## src/rtl/mux_nto1_rr_pkg.sv

```systemverilog
// Shared definitions for the N:1 registered multiplexer: mode encodings and a
// ceiling-log2 helper used to validate the select width at elaboration.
package mux_nto1_rr_pkg;

  localparam int MUX_MODE_SEL = 0;
  localparam int MUX_MODE_RR  = 1;

  function automatic int clog2(input int n);
    int r;
    r = 0;
    while ((1 << r) < n) r++;
    return r;
  endfunction

endpackage

```

## src/rtl/mux_nto1_rr_arbiter.sv

```systemverilog
// Round-robin arbiter: finds the first requesting channel at or above ptr
// (wrapping) and moves ptr just past the winner whenever a grant is consumed.
module mux_nto1_rr_arbiter
  import mux_nto1_rr_pkg::*;
#(
  parameter int NCH  = 8,
  parameter int SELW = 3
) (
  input  logic            clk,
  input  logic            rst_n,
  input  logic [NCH-1:0]  req,
  input  logic            adv,
  output logic [SELW-1:0] grant_idx,
  output logic            grant_vld
);

  localparam logic [SELW:0] NCH_W = (SELW+1)'(NCH);

  logic [SELW-1:0] ptr;
  logic [NCH-1:0]  rot;
  logic [SELW-1:0] off;
  logic [SELW:0]   sum;
  logic [SELW-1:0] nxt;

  // Rotating a doubled request vector puts ptr at bit 0, so the lowest set
  // bit of the rotated view is the next channel in round-robin order.
  always_comb begin
    rot       = NCH'({req, req} >> ptr);
    off       = '0;
    grant_vld = 1'b0;
    for (int i = NCH - 1; i >= 0; i--) begin
      if (rot[i]) begin
        off       = SELW'(i);
        grant_vld = 1'b1;
      end
    end
    sum = {1'b0, ptr} + {1'b0, off};
    if (sum >= NCH_W) sum = sum - NCH_W;
    grant_idx = sum[SELW-1:0];
    if (grant_idx == SELW'(NCH - 1)) nxt = '0;
    else                             nxt = grant_idx + SELW'(1);
  end

  always_ff @(posedge clk or negedge rst_n) begin
    if (!rst_n)   ptr <= '0;
    else if (adv) ptr <= nxt;
  end

endmodule

```

## src/rtl/mux_nto1_rr.sv

```systemverilog
// N-channel, WIDTH-bit multiplexer with a single registered output stage and
// valid/ready flow control; channel choice is external select or round-robin.
module mux_nto1_rr
  import mux_nto1_rr_pkg::*;
#(
  parameter int WIDTH = 8,
  parameter int NCH   = 8,
  parameter int SELW  = 3,
  parameter int MODE  = 0
) (
  input  logic               clk,
  input  logic               rst_n,
  input  logic [SELW-1:0]    sel,
  input  logic [NCH*WIDTH-1:0] in_data,
  input  logic [NCH-1:0]     in_valid,
  output logic [NCH-1:0]     in_ready,
  output logic [WIDTH-1:0]   out_data,
  output logic               out_valid,
  input  logic               out_ready,
  output logic [SELW-1:0]    out_ch
);

  localparam logic [SELW:0] NCH_W = (SELW+1)'(NCH);

  if (SELW != clog2(NCH) || NCH < 2 || NCH > 16) begin : g_bad_params
    $error("mux_nto1_rr: SELW must equal clog2(NCH) and NCH must be 2..16");
  end

  logic            load;
  logic            xfer;
  logic [SELW-1:0] grant_idx;
  logic            grant_vld;

  logic             vld_p1;
  logic [WIDTH-1:0] data_p1;
  logic [SELW-1:0]  ch_p1;

  // The register can take a word when empty or when its current word leaves now.
  assign load = ~vld_p1 | out_ready;

  if (MODE == MUX_MODE_RR) begin : g_rr
    logic unused_sel;
    assign unused_sel = ^sel;

    mux_nto1_rr_arbiter #(
      .NCH  (NCH),
      .SELW (SELW)
    ) u_arb (
      .clk       (clk),
      .rst_n     (rst_n),
      .req       (in_valid),
      .adv       (xfer),
      .grant_idx (grant_idx),
      .grant_vld (grant_vld)
    );
  end else begin : g_sel
    assign grant_idx = sel;
    assign grant_vld = ({1'b0, sel} < NCH_W);
  end

  // rst_n gates the handshake so nothing is offered while reset is held.
  assign xfer = rst_n & load & grant_vld & in_valid[grant_idx];

  for (genvar g = 0; g < NCH; g++) begin : g_rdy
    assign in_ready[g] = rst_n & load & grant_vld & (grant_idx == SELW'(g));
  end

  // ---- stage p1: output register ----
  always_ff @(posedge clk or negedge rst_n) begin
    if (!rst_n) begin
      vld_p1  <= 1'b0;
      data_p1 <= '0;
      ch_p1   <= '0;
    end else if (load) begin
      vld_p1 <= xfer;
      if (xfer) begin
        data_p1 <= in_data[grant_idx*WIDTH +: WIDTH];
        ch_p1   <= grant_idx;
      end
    end
  end

  assign out_valid = vld_p1;
  assign out_data  = data_p1;
  assign out_ch    = ch_p1;

endmodule
```

## config.mk

```make
export PLATFORM = sky130hd
export DESIGN_NAME = mux_nto1_rr
export DESIGN_NICKNAME = d
export VERILOG_FILES = /design/src/rtl/mux_nto1_rr_pkg.sv /design/src/rtl/mux_nto1_rr_arbiter.sv /design/src/rtl/mux_nto1_rr.sv
export SDC_FILE = /design/constraint.sdc
export NUM_CORES = 1
export LEC_CHECK = 0
export ABC_AREA = 1
export BUFFER_PORTS_ARGS = -buffer_cell sky130_fd_sc_hd__buf_2
export CAP_MARGIN = 10
export CORE_MARGIN = 5
export CORE_UTILIZATION = 37
export CTS_CLUSTER_DIAMETER = 120
export DETAILED_ROUTE_END_ITERATION = 12
export PLACE_DENSITY_LB_ADDON = 0.15
export SYNTH_ARGS = -nofsm -noshare
export SYNTH_HDL_FRONTEND = slang
export SYNTH_HIERARCHICAL = 1
export SYNTH_SLANG_ARGS = --single-unit
export TNS_END_PERCENT = 20
```

## constraint.sdc

```tcl
create_clock -name clk -period 1.1 [get_ports clk]
set_input_delay 0.11 -clock clk [delete_from_list [all_inputs] [get_ports clk]]
set_output_delay 0.11 -clock clk [all_outputs]
set_load 0.03 [all_outputs]
```

== Yosys cells after proc, flatten, opt, wreduce, memory -nomap -nowiden ==
Cells that the tools add are included.

* Logic and storage cells: 28
* Register bits: 12
* Output and inout bits: 20
* Input port bits: 78

* Shifts and indexed selects: 1
* Reductions and logical operators: 2
* Eq/ne operators: 7
* Order comparisons: 1
* Muxes and demuxes: 2
* Bitwise logic cells: 12

{| class="wikitable"
|+ Operator list
! kind !! number
|-
| indexed part select 64 x 7 -> 8 bit || 1
|-
| == test 3 bit, second input constant || 4
|-
| AND 1 bit || 10
|-
| == test 3 x 2 -> 1 bit, second input constant || 2
|-
| less-than comparator 3 x 4 -> 1 bit, second input constant || 1
|-
| binary-select mux 1 bit (select 3 bit) || 1
|-
| == test 3 x 1 -> 1 bit, second input constant || 1
|-
| logical NOT 3 bit || 1
|-
| AND reduction 2 bit || 1
|-
| two-way mux 1 bit || 1
|-
| inverter 1 bit || 1
|-
| bitwise OR 1 bit || 1
|}

== Depth between registers and ports, before layout ==
Gate-level depths: netlist of run 1.

* Depth after elaboration: 5
* Mapped depth: 11
* Depth with buffers taken out: 9

== Worst setup path before layout of run 1 ==
No wires, ideal clock.

* Kind: register to output
* Start: register vld_p1 (netlist: out_valid)
* End: output port in_ready[0]
* Arrival: 1295 ps
* Required time: 990 ps
* Slack: -305 ps
* Stages on the path, launching flop included: 6
* Path buffers: 0
* Cell sequence: dfrtp_1 > nand2_1 > nand2_1 > nor2_1 > inv_1 > nor2_1

* Cells in the longest elaborated chain, start to end: 4

{| class="wikitable"
|+ RTL lines
! element !! line !! source
|-
| from (decl) || mux_nto1_rr.sv:34 || <nowiki>logic vld_p1;</nowiki>
|-
| from (signal assigned) || mux_nto1_rr.sv:75 || <nowiki>vld_p1 <= xfer;</nowiki>
|-
| inverter 1 bit || mux_nto1_rr.sv:39 || <nowiki>assign load = ~vld_p1 | out_ready;</nowiki>
|-
| bitwise OR 1 bit || mux_nto1_rr.sv:39 ||
|-
| AND 1 bit (2 in a row) || mux_nto1_rr.sv:65 || <nowiki>assign in_ready[g] = rst_n & load & grant_vld & (grant_idx == SELW'(g));</nowiki>
|-
| to (decl) || mux_nto1_rr.sv:16 || <nowiki>output logic [NCH-1:0] in_ready,</nowiki>
|}

No other way between the ends.

== Worst setup path after layout of run 1 ==
Same ends and word-level chain as after synthesis.

==> results.sh, run 1 <==
export IMPL_yosys_register_bits=12
export IMPL_drcViolationCount=0
export IMPL_crit_path_max_incr_delay_ns=0.40
export IMPL_syn_area_um2=1380
export IMPL_r2r_start="out_valid"
export IMPL_yosysSeqAreaShare=0.218
export IMPL_period_share=1.24
export IMPL_p_per_area_nw_per_um2=964
export IMPL_antennaDiodeCount=0
export IMPL_utilization=0.609
export IMPL_holdPathStages=4
export IMPL_min_to="out_ch[1]"
export IMPL_fmax_ghz=0.731
export IMPL_syn_inst=271
export IMPL_cp_arrival_ns=1.26
export IMPL_worstPathCellList="nand2_2, nand2_4, nor2_4, inv_4, nor2_4, buf_6"
export IMPL_routabilityCongestion=0.809
export IMPL_timing_setup_tns_ns=-3.20
export IMPL_syn_nets=349
export IMPL_violations="setup timing"
export IMPL_p_total_w=0.00213
export IMPL_critPathRequiredTime_ns=0.99
export IMPL_clock_sinks=12
export IMPL_clockBufferDepth=2
export IMPL_outcome="finished with violations"
export IMPL_rrSetupSlack_ns=-0.13
export IMPL_vias=1893
export IMPL_setup_viol=20
export IMPL_r2r_end="out_data[5]"
export IMPL_seq_area_um2=302
export IMPL_cts_buffers=3
export IMPL_worstHoldStart="sel[1]"
export IMPL_die_y_um=71.0
export IMPL_groute_usage_overall=0.174
export IMPL_grt_overflow_total=0
export IMPL_worstHoldPathType="primary input to flip-flop"
export IMPL_critical_path_class="flip-flop to primary output"
export IMPL_fin_skew_ns=0.00699
export IMPL_finalMaxSlewViolations=0
export IMPL_irDropWorstVdd_mv=0.414
export IMPL_port_buffers=97
export IMPL_path_common_cell="nor2_4"
export IMPL_dr_pass1_iters=4
export IMPL_end_kind="primary output"
export IMPL_yosysWarnings=6
export IMPL_start_kind="flip-flop"
export IMPL_critPathMaxFanout=4
export IMPL_detail_route_antenna_nets=0
export IMPL_die_area_um2=5040
export IMPL_coreArea_um2=3630
export IMPL_routed_wl_mm=4.40
export IMPL_root_buffer="clkbuf_8"
export IMPL_critPathBufInv=2
export IMPL_layout_setup_ws_ns=-0.267
export IMPL_cts_tree="yes"
export IMPL_period_needed_ns=1.37
export IMPL_grt_max_degree=20
export IMPL_clk_pin_slew_ns=0.05
export IMPL_vias_per_cell=4.46
export IMPL_p_leak_nw=1.42
export IMPL_dp_cells=417
export IMPL_critPathSlowestCell="dfrtp_2"
export IMPL_nets=455
export IMPL_ys_types=11
export IMPL_max_slew_worst_pin_slew_ns=0.197
export IMPL_max_cap_violations=0
export IMPL_hpwl_mm=3.68
export IMPL_drt_initial_drc_count=59
export IMPL_die_width_um=71.0
export IMPL_ios=98
export IMPL_reg2reg_depth=8
export IMPL_slew_limit_headroom=0.868
export IMPL_antenna_found_initial=0
export IMPL_grt_pass1_wl_mm=7.40
export IMPL_post_drt_wl_per_cell_um=10.4
export IMPL_grt_pass1_vias=1748
export IMPL_syn_to_final_growth_pct=60.7
export IMPL_final_fill_count=391
export IMPL_fp_row_count=22
export IMPL_initial_core_util=0.379
export IMPL_layout_drive_gt1_share=0.402
export IMPL_syn_avg_cell_area_um2=5.08
export IMPL_rsz0062_at_grt="yes"
export IMPL_fin_cells=424
export IMPL_multiInputGateArea_um2=1070
export IMPL_hold_viol=0
export IMPL_clk_insertion_delay_late_ns=0.24
export IMPL_critical_path_top_delay_family="flip-flops"
export IMPL_cts_htree_levels=1
## power by group
group | internal (W) | switching (W) | total, W | leakage, nW
clock network | 0.000254 | 0.000151 | 0.000405 | 0.0228
logic | 0.000435 | 0.000666 | 0.00110 | 1.25
registers | 0.000554 | 0.0000743 | 0.000628 | 0.150
total | 0.00124 | 0.000891 | 0.00213 | 1.42
## worst register-to-register path: stages (launching register included)
cell and delay (ns):
dfrtp_2 0.40, nand2_2 0.09, nand2_4 0.07, nor2_4 0.12
buf_6 0.12, nand2_4 0.05, buf_12 0.15, nand3_2 0.05
nand2_1 0.05
## cells in the mapped netlist
master,n,area share
inv_1,4,0.011
buf_2,3,0.011
nand3_1,11,0.040
nor2_1,10,0.027
nand2_1,213,0.58
inv_2,2,0.0055
buf_6,7,0.057
clkbuf_8,1,0.010
buf_4,4,0.022
dfrtp_1,12,0.22
nand2_2,4,0.018
## logic make-up (layout without fill, tap and decap cells)
kind of cell / after synthesis / in the layout / synth area share
flops: 12 / 12 / 0.218
simple gates: 238 / 238 / 0.666
buf+inv: 21 / 126 / 0.116
## metrics by stage
stage | setup WS, ns | hold WS (ns) | instance area, µm²
finish | -0.267 | 0.286 | 2210
global route | -0.326 | 0.320 | 2210
floorplan | -0.0901 | -0.186 | 1500
detailed placement | -0.0771 | 0.0928 | 2060
CTS | -0.254 | 0.290 | 2180
global placement | -0.0602 | 0.0948 | 2060
## routing by layer
metal | vias up | global-route usage | routed length, µm
met1 | 807 | 0.224 | 1870
met3 | 6 | 0.0341 | 376
met4 | 0 | 0.0418 | 27
li1 | 1014 | - | -
met2 | 66 | 0.299 | 2130
met5 | - | 0 | 0
## worst max path at each step
stage	start	endpoint	cells past startpoint
floorplan	out_valid	out_ch[0]	7
finish	out_valid	in_ready[0]	6
CTS	out_valid	in_ready[0]	6
global placement	out_valid	in_ready[4]	6
global route	out_valid	in_ready[0]	6
detailed placement	out_valid	in_ready[4]	6
## registers in the layout, summed over array words and instances (netlist names)
signal and count:
out_ch 3, out_data 8, out_valid 1
## layout by cell type (no fill, tap or decap), drive strengths merged
cell type / n
buf: 115
dfrtp: 12
clkbuf: 4
nor2: 10
nand2: 217
inv: 6
dlygate4sd3: 1
nand3: 11
## final cells by class
type                    count  share of cell area
multi-input cells         238               0.483
well taps                  48              0.0271
flip-flops and latches     12               0.136
inverters                   6              0.0124
clock buffers               4              0.0204
repair buffers            116               0.321
## what timing repair did
action / in CTS / in global routing
cloned: 0 / 0
hold endpoints to repair: 12 / 0
setup buffers: 2 / 0
setup endpoints to repair: 19 / 20
hold buffers: 1 / 0
gates resized for setup: 19 / 6
pin swaps: 3 / 6
Power figures use the tool's default switching activity.
==> inputs of run 2 (changes only) <==
- SKIP_CTS_REPAIR_TIMING: default -> 1
==> run 2 against run 1 <==
  * Routed wire length shrank 0.25%
  * Sequential power about the same
  * Global-route usage down 0.32 points
  * Highest routed layer unchanged
  * Non-clock buffer count down 1
  * The run still ends with setup timing left
==> results.sh, run 2 (synthesized netlist as in run 1, its figures left out) <==
export IMPL_coreArea_um2=3630
export IMPL_reg2reg_depth=8
export IMPL_routabilityCongestion=0.809
export IMPL_worstHoldStart="out_ready"
export IMPL_period_share=1.23
export IMPL_grt_overflow_total=0
export IMPL_hpwl_mm=3.68
export IMPL_initial_core_util=0.379
export IMPL_drt_initial_drc_count=49
export IMPL_worstPathCellList="nand2_4, nand2_4, nor2_4, inv_4, nor2_4, buf_6"
export IMPL_fmax_ghz=0.739
export IMPL_largest_register_ff_count=8
export IMPL_die_y_um=71.0
export IMPL_max_cap_violations=0
export IMPL_cp_depth=6
export IMPL_ios=98
export IMPL_dr_pass1_iters=5
export IMPL_final_common_cell="nand2_1"
export IMPL_worstHoldPathType="primary input to flip-flop"
export IMPL_violations="setup timing"
export IMPL_netSwitchingPower_w=0.000885
export IMPL_cts_htree_levels=1
export IMPL_p_clk_frac=0.188
export IMPL_antenna_found_initial=0
export IMPL_root_buffer="clkbuf_8"
export IMPL_critPathSlowestCell="dfrtp_2"
export IMPL_p_comb_frac=0.516
export IMPL_fin_area_um2=2200
export IMPL_cts_buffers=3
export IMPL_grt_pass1_vias=1721
export IMPL_die_area_um2=5040
export IMPL_clk_insertion_delay_late_ns=0.24
export IMPL_end_kind="primary output"
export IMPL_clock_sinks=12
export IMPL_p_sw_frac=0.417
export IMPL_critical_path_top_delay_family="flip-flops"
export IMPL_vias=1889
export IMPL_placed_area_um2=2060
export IMPL_start_kind="flip-flop"
export IMPL_crit_start="out_valid"
export IMPL_crit_path_max_incr_delay_ns=0.42
export IMPL_critPathRequiredTime_ns=0.99
export IMPL_critPathMaxFanout=4
export IMPL_period_needed_ns=1.35
export IMPL_rsz0062_at_grt="yes"
export IMPL_clockBufferDepth=2
export IMPL_antennaDiodeCount=0
export IMPL_fp_row_count=22
export IMPL_groute_usage_overall=0.171
export IMPL_irDropWorstVdd_mv=0.411
export IMPL_r2r_start="out_valid"
export IMPL_nets=454
export IMPL_p_leak_nw=1.42
export IMPL_clk_pin_slew_ns=0.05
export IMPL_layout_setup_ws_ns=-0.253
export IMPL_critical_path_class="flip-flop to primary output"
export IMPL_pwr_share_seq=0.296
export IMPL_vias_per_cell=4.47
export IMPL_routed_wl_mm=4.39
export IMPL_post_drt_wl_per_cell_um=10.4
export IMPL_port_buffers=97
export IMPL_grt_pass1_wl_mm=7.26
export IMPL_syn_to_final_growth_pct=59.9
export IMPL_finalMaxSlewViolations=0
export IMPL_layout_drive_gt1_share=0.395
export IMPL_holdPathStages=4
export IMPL_cts_tree="yes"
export IMPL_drcViolationCount=0
export IMPL_die_width_um=71.0
export IMPL_p_total_w=0.00212
export IMPL_outcome="finished with violations"
export IMPL_slew_limit_headroom=0.861
export IMPL_max_slew_worst_pin_slew_ns=0.208
export IMPL_final_cell_mix="nand2_1 (211), buf_2 (89), buf_4 (14)"
export IMPL_critPathBufInv=2
export IMPL_fin_skew_ns=0.00665
export IMPL_setup_viol=20
export IMPL_cp_arrival_ns=1.24
export IMPL_p_per_area_nw_per_um2=963
export IMPL_intPower_w=0.00124
export IMPL_hold_viol=0
export IMPL_grt_max_degree=20
export IMPL_detail_route_antenna_nets=0
## run 2: through the flow
stage | hold WS [ns] | setup slack [ns] | utilization | cells | TNS, ns
global placement | 0.0948 | -0.0602 | 0.566 | 417 | -0.413
floorplan | -0.186 | -0.0901 | - | 271 | -1.20
CTS | -0.163 | -0.342 | 0.579 | 421 | -3.08
global route | 0.238 | -0.308 | 0.606 | 423 | -3.99
detailed placement | 0.0928 | -0.0771 | 0.566 | 417 | -0.833
finish | 0.213 | -0.253 | 0.606 | 423 | -3.02
## run 2: power groups by stage
stage | clock network, W | logic [W] | registers (W)
final | 0.000400 | 0.00109 | 0.000628
after global routing | 0.000440 | 0.00121 | 0.000643
after CTS | 0.000414 | 0.00107 | 0.000624
after detailed placement | 0 | 0.00107 | 0.000632
after global placement | 0 | 0.00106 | 0.000627
after floorplan | 0 | 0.000479 | 0.000852
## run 2: path summary, 6_finish.rpt
kind	slack [ns]	to
worst min register to register	0.47	out_ch[2]
worst max register to register	-0.12	out_data[7]
max in group asynchronous	0.54	out_valid
min in group asynchronous	0.39	out_data[2]
worst max-delay path	-0.25	in_ready[0]
worst min-delay path	0.21	out_valid
## run 2: layout make-up
type                            count  area, µm²
Clock buffer                        4       45.0
Fill cell                         390       1430
Inverter                            6       27.5
Multi-Input combinational cell    238       1070
Sequential cell                    12        302
Tap cell                           48       60.1
Timing Repair Buffer              115        702
## run 2: tightest hold or removal path: cells and delay by family
| kind | cells | cell delay (ns) |
|---|---|---|
| buf+inv | 2 | 0.14 |
| simple gates | 2 | 0.16 |
## run 2: layer usage
layer  vias up  GRT usage  part of all wire
met3         6     0.0341             0.081
met1       805      0.221              0.43
li1       1012          -                 -
met5         -          0                 0
met2        66      0.290              0.48
met4         0     0.0418            0.0068
==> inputs of run 3 (changes only) <==
- ABC_AREA: 1 -> default
- CORE_UTILIZATION: 37 -> 35
==> run 3 against run 2 <==
  * The flow still finishes with violations (setup timing)
  * Fmax down 10%
  * Critical path depth stayed put
  * Cell area decreased by 13%
  * Final cell count fell by 44%
  * Synthesized cell count is 72% lower
  * Worst setup slack lost 0.15 ns
  * Hold slack gained 0.091 ns
  * Count of clock-buffer cells in the layout is the same
  * Clock skew decreased by 0.0012 ns
  * Sequential share of layout area is 2.0 points higher
  * Non-clock buffer count is 3 higher
  * Critical path type is now flip-flop to flip-flop
  * Critical endpoint is now out_data[7]
  * Highest routed layer unchanged
==> results.sh, run 3 <==
export IMPL_max_slew_worst_pin_slew_ns=0.578
export IMPL_grt_overflow_total=0
export IMPL_synthDominantCellAreaShare=0.314
export IMPL_antenna_found_initial=0
export IMPL_final_cell_mix="buf_2 (88), buf_4 (21), mux4_2 (16)"
export IMPL_nets=269
export IMPL_critical_path_top_delay_family="flip-flops"
export IMPL_final_common_cell="buf_2"
export IMPL_die_y_um=67.9
export IMPL_critPathRequiredTime_ns=1.26
export IMPL_synth_top_family_by_area="multiplexers"
export IMPL_critical_path_class="flip-flop to flip-flop"
export IMPL_vias_per_cell=4.77
export IMPL_fp_row_count=21
export IMPL_reg2reg_depth=6
export IMPL_worstPathCellList="nand2b_4, buf_6, nand4b_1, o21ai_4, buf_4, mux2_4"
export IMPL_synthMuxAreaShare=0.592
export IMPL_crit_path_max_incr_delay_ns=0.43
export IMPL_period_needed_ns=1.50
export IMPL_p_per_area_nw_per_um2=1160
export IMPL_detail_route_antenna_nets=0
export IMPL_synth_most_common_cell="mux4_1"
export IMPL_syn_to_final_growth_pct=64.2
export IMPL_start_kind="flip-flop"
export IMPL_groute_usage_overall=0.151
export IMPL_cts_tree="yes"
export IMPL_synth_edf_count=0
export IMPL_drt_initial_drc_count=22
export IMPL_cp_depth=6
export IMPL_die_width_um=67.9
export IMPL_hold_viol=0
export IMPL_drcViolationCount=0
export IMPL_critPathMaxFanout=4
export IMPL_rsz0062_at_grt="yes"
export IMPL_yosysTopAreaCell="mux4_1"
export IMPL_timing_setup_tns_ns=-6.65
export IMPL_cp_arrival_ns=1.66
export IMPL_initial_core_util=0.357
export IMPL_syn_nets=154
export IMPL_grt_pass1_vias=1225
export IMPL_max_cap_violations=0
export IMPL_period_share=1.37
export IMPL_utilization=0.586
export IMPL_cts_buffers=3
export IMPL_clk_pin_slew_ns=0.08
export IMPL_clk_insertion_delay_late_ns=0.27
export IMPL_die_area_um2=4610
export IMPL_largest_register_ff_count=8
export IMPL_fin_area_um2=1930
export IMPL_syn_avg_cell_area_um2=15.4
export IMPL_yosys_register_bits=12
export IMPL_routed_wl_mm=3.69
export IMPL_layout_drive_gt1_share=0.863
export IMPL_end_kind="flip-flop"
export IMPL_critPathBufInv=2
export IMPL_vias=1125
export IMPL_cts_htree_levels=1
export IMPL_antennaDiodeCount=0
export IMPL_syn_area_um2=1170
export IMPL_synth_compound_area_frac=0.00854
export IMPL_outcome="finished with violations"
export IMPL_layout_setup_ws_ns=-0.404
export IMPL_yosys_area_share_simple=0.0747
export IMPL_clock_sinks=12
export IMPL_irDropWorstVdd_mv=0.405
export IMPL_ios=98
export IMPL_holdPathStages=4
export IMPL_post_drt_wl_per_cell_um=15.6
export IMPL_ys_types=19
export IMPL_ys_flop_type="dfrtp_1"
export IMPL_violations="setup timing"
export IMPL_placed_area_um2=1750
export IMPL_synthTopCellsByCount="mux4_1 (14), dfrtp_1 (12), mux2_2 (9), mux2_4 (9), nor2_1 (6)"
export IMPL_synthAdderAreaFrac=0
export IMPL_fin_skew_ns=0.00548
export IMPL_yosysSeqAreaShare=0.256
export IMPL_critPathSlowestCell="dfrtp_2"
export IMPL_synthTopCellsByArea="mux4_1 (31%), dfrtp_1 (26%), mux2_4 (12%), mux2_2 (8.6%), mux4_2 (7.7%)"
export IMPL_coreArea_um2=3280
export IMPL_grt_pass1_wl_mm=5.29
export IMPL_fmax_ghz=0.665
export IMPL_port_buffers=97
export IMPL_yosysWarnings=6
export IMPL_syn_inst=76
export IMPL_grt_max_degree=14
export IMPL_synthArstFlopShare=1.00
export IMPL_dr_pass1_iters=3
export IMPL_worstHoldPathType="primary input to flip-flop"
export IMPL_clockBufferDepth=2
export IMPL_setup_viol=20
export IMPL_synth_xor_area_frac=0
export IMPL_routabilityCongestion=0.671
export IMPL_finalMaxSlewViolations=0
export IMPL_slew_limit_headroom=0.614
export IMPL_p_leak_nw=0.950
export IMPL_root_buffer="clkbuf_4"
export IMPL_hpwl_mm=3.10
## run 3: cell types whose count changed in the layout (fill, tap and decap cells not counted), sizes merged, moves of 2 or more
cell / previous run / this run
nand2: 217 / 2
inv: 6 / 1
o21ai: 0 / 2
nand2b: 0 / 3
buf: 114 / 117
nor2: 10 / 6
nand3: 11 / 1
mux2: 0 / 18
mux4: 0 / 18
nor3: 0 / 2
## run 3: final cells by class
type | instances | area (µm²)
Tap cell | 46 | 57.6
Sequential cell | 12 | 302
Fill cell | 292 | 1360
Inverter | 1 | 3.75
Multi-Input combinational cell | 55 | 811
Timing Repair Buffer | 118 | 716
Clock buffer | 4 | 36.3
## run 3: per-stage QoR
step           cells  worst slack, ns  hold slack [ns]  power, W
5_1_grt          236           -0.453            0.318   0.00235
3_3_place_gp     226           -0.619            0.210   0.00179
6_report         236           -0.404            0.303   0.00223
2_1_floorplan     76           -0.355           -0.186   0.00143
3_5_place_dp     226           -0.651            0.208   0.00182
4_1_cts          230           -0.596          -0.0868   0.00218
## run 3: worst min-delay path, delay by kind of cell
kind	cells	cell delay, ns
buffers and inverters	2	0.27
AND/OR/NAND/NOR	1	0.08
AO/OA/AOI/OAI	1	0.08
## run 3: worst paths after layout
path / endpoint / slack (ns) / startpoint
min in group asynchronous: out_ch[2] / 0.62 / rst_n
setup reg to reg: out_data[7] / -0.40 / out_valid
hold reg to reg: out_ch[2] / 0.52 / out_ch[2]
setup / recovery: out_data[7] / -0.40 / out_valid
max in group asynchronous: out_valid / 0.07 / rst_n
hold / removal: out_ch[2] / 0.30 / sel[2]
## run 3: routing by layer
metal / vias up / track usage / share of wire
li1: 533 / - / -
met1: 532 / 0.178 / 0.37
met2: 58 / 0.279 / 0.53
met3: 2 / 0.0296 / 0.090
met4: 0 / 0.0372 / 0.0068
met5: - / 0 / 0
## run 3: cell families after synthesis
family / after synthesis
mux: 36
buf+inv: 9
flops: 12
simple gates: 17
compound gates: 2
## run 3: where the power goes
group	leakage [nW]	switching (W)	internal [W]	total (W)
Combinational	0.789	0.000603	0.000601	0.00120
Clock	0.0210	0.000152	0.000201	0.000352
Sequential	0.141	0.0000887	0.000582	0.000671
Total	0.950	0.000844	0.00138	0.00223
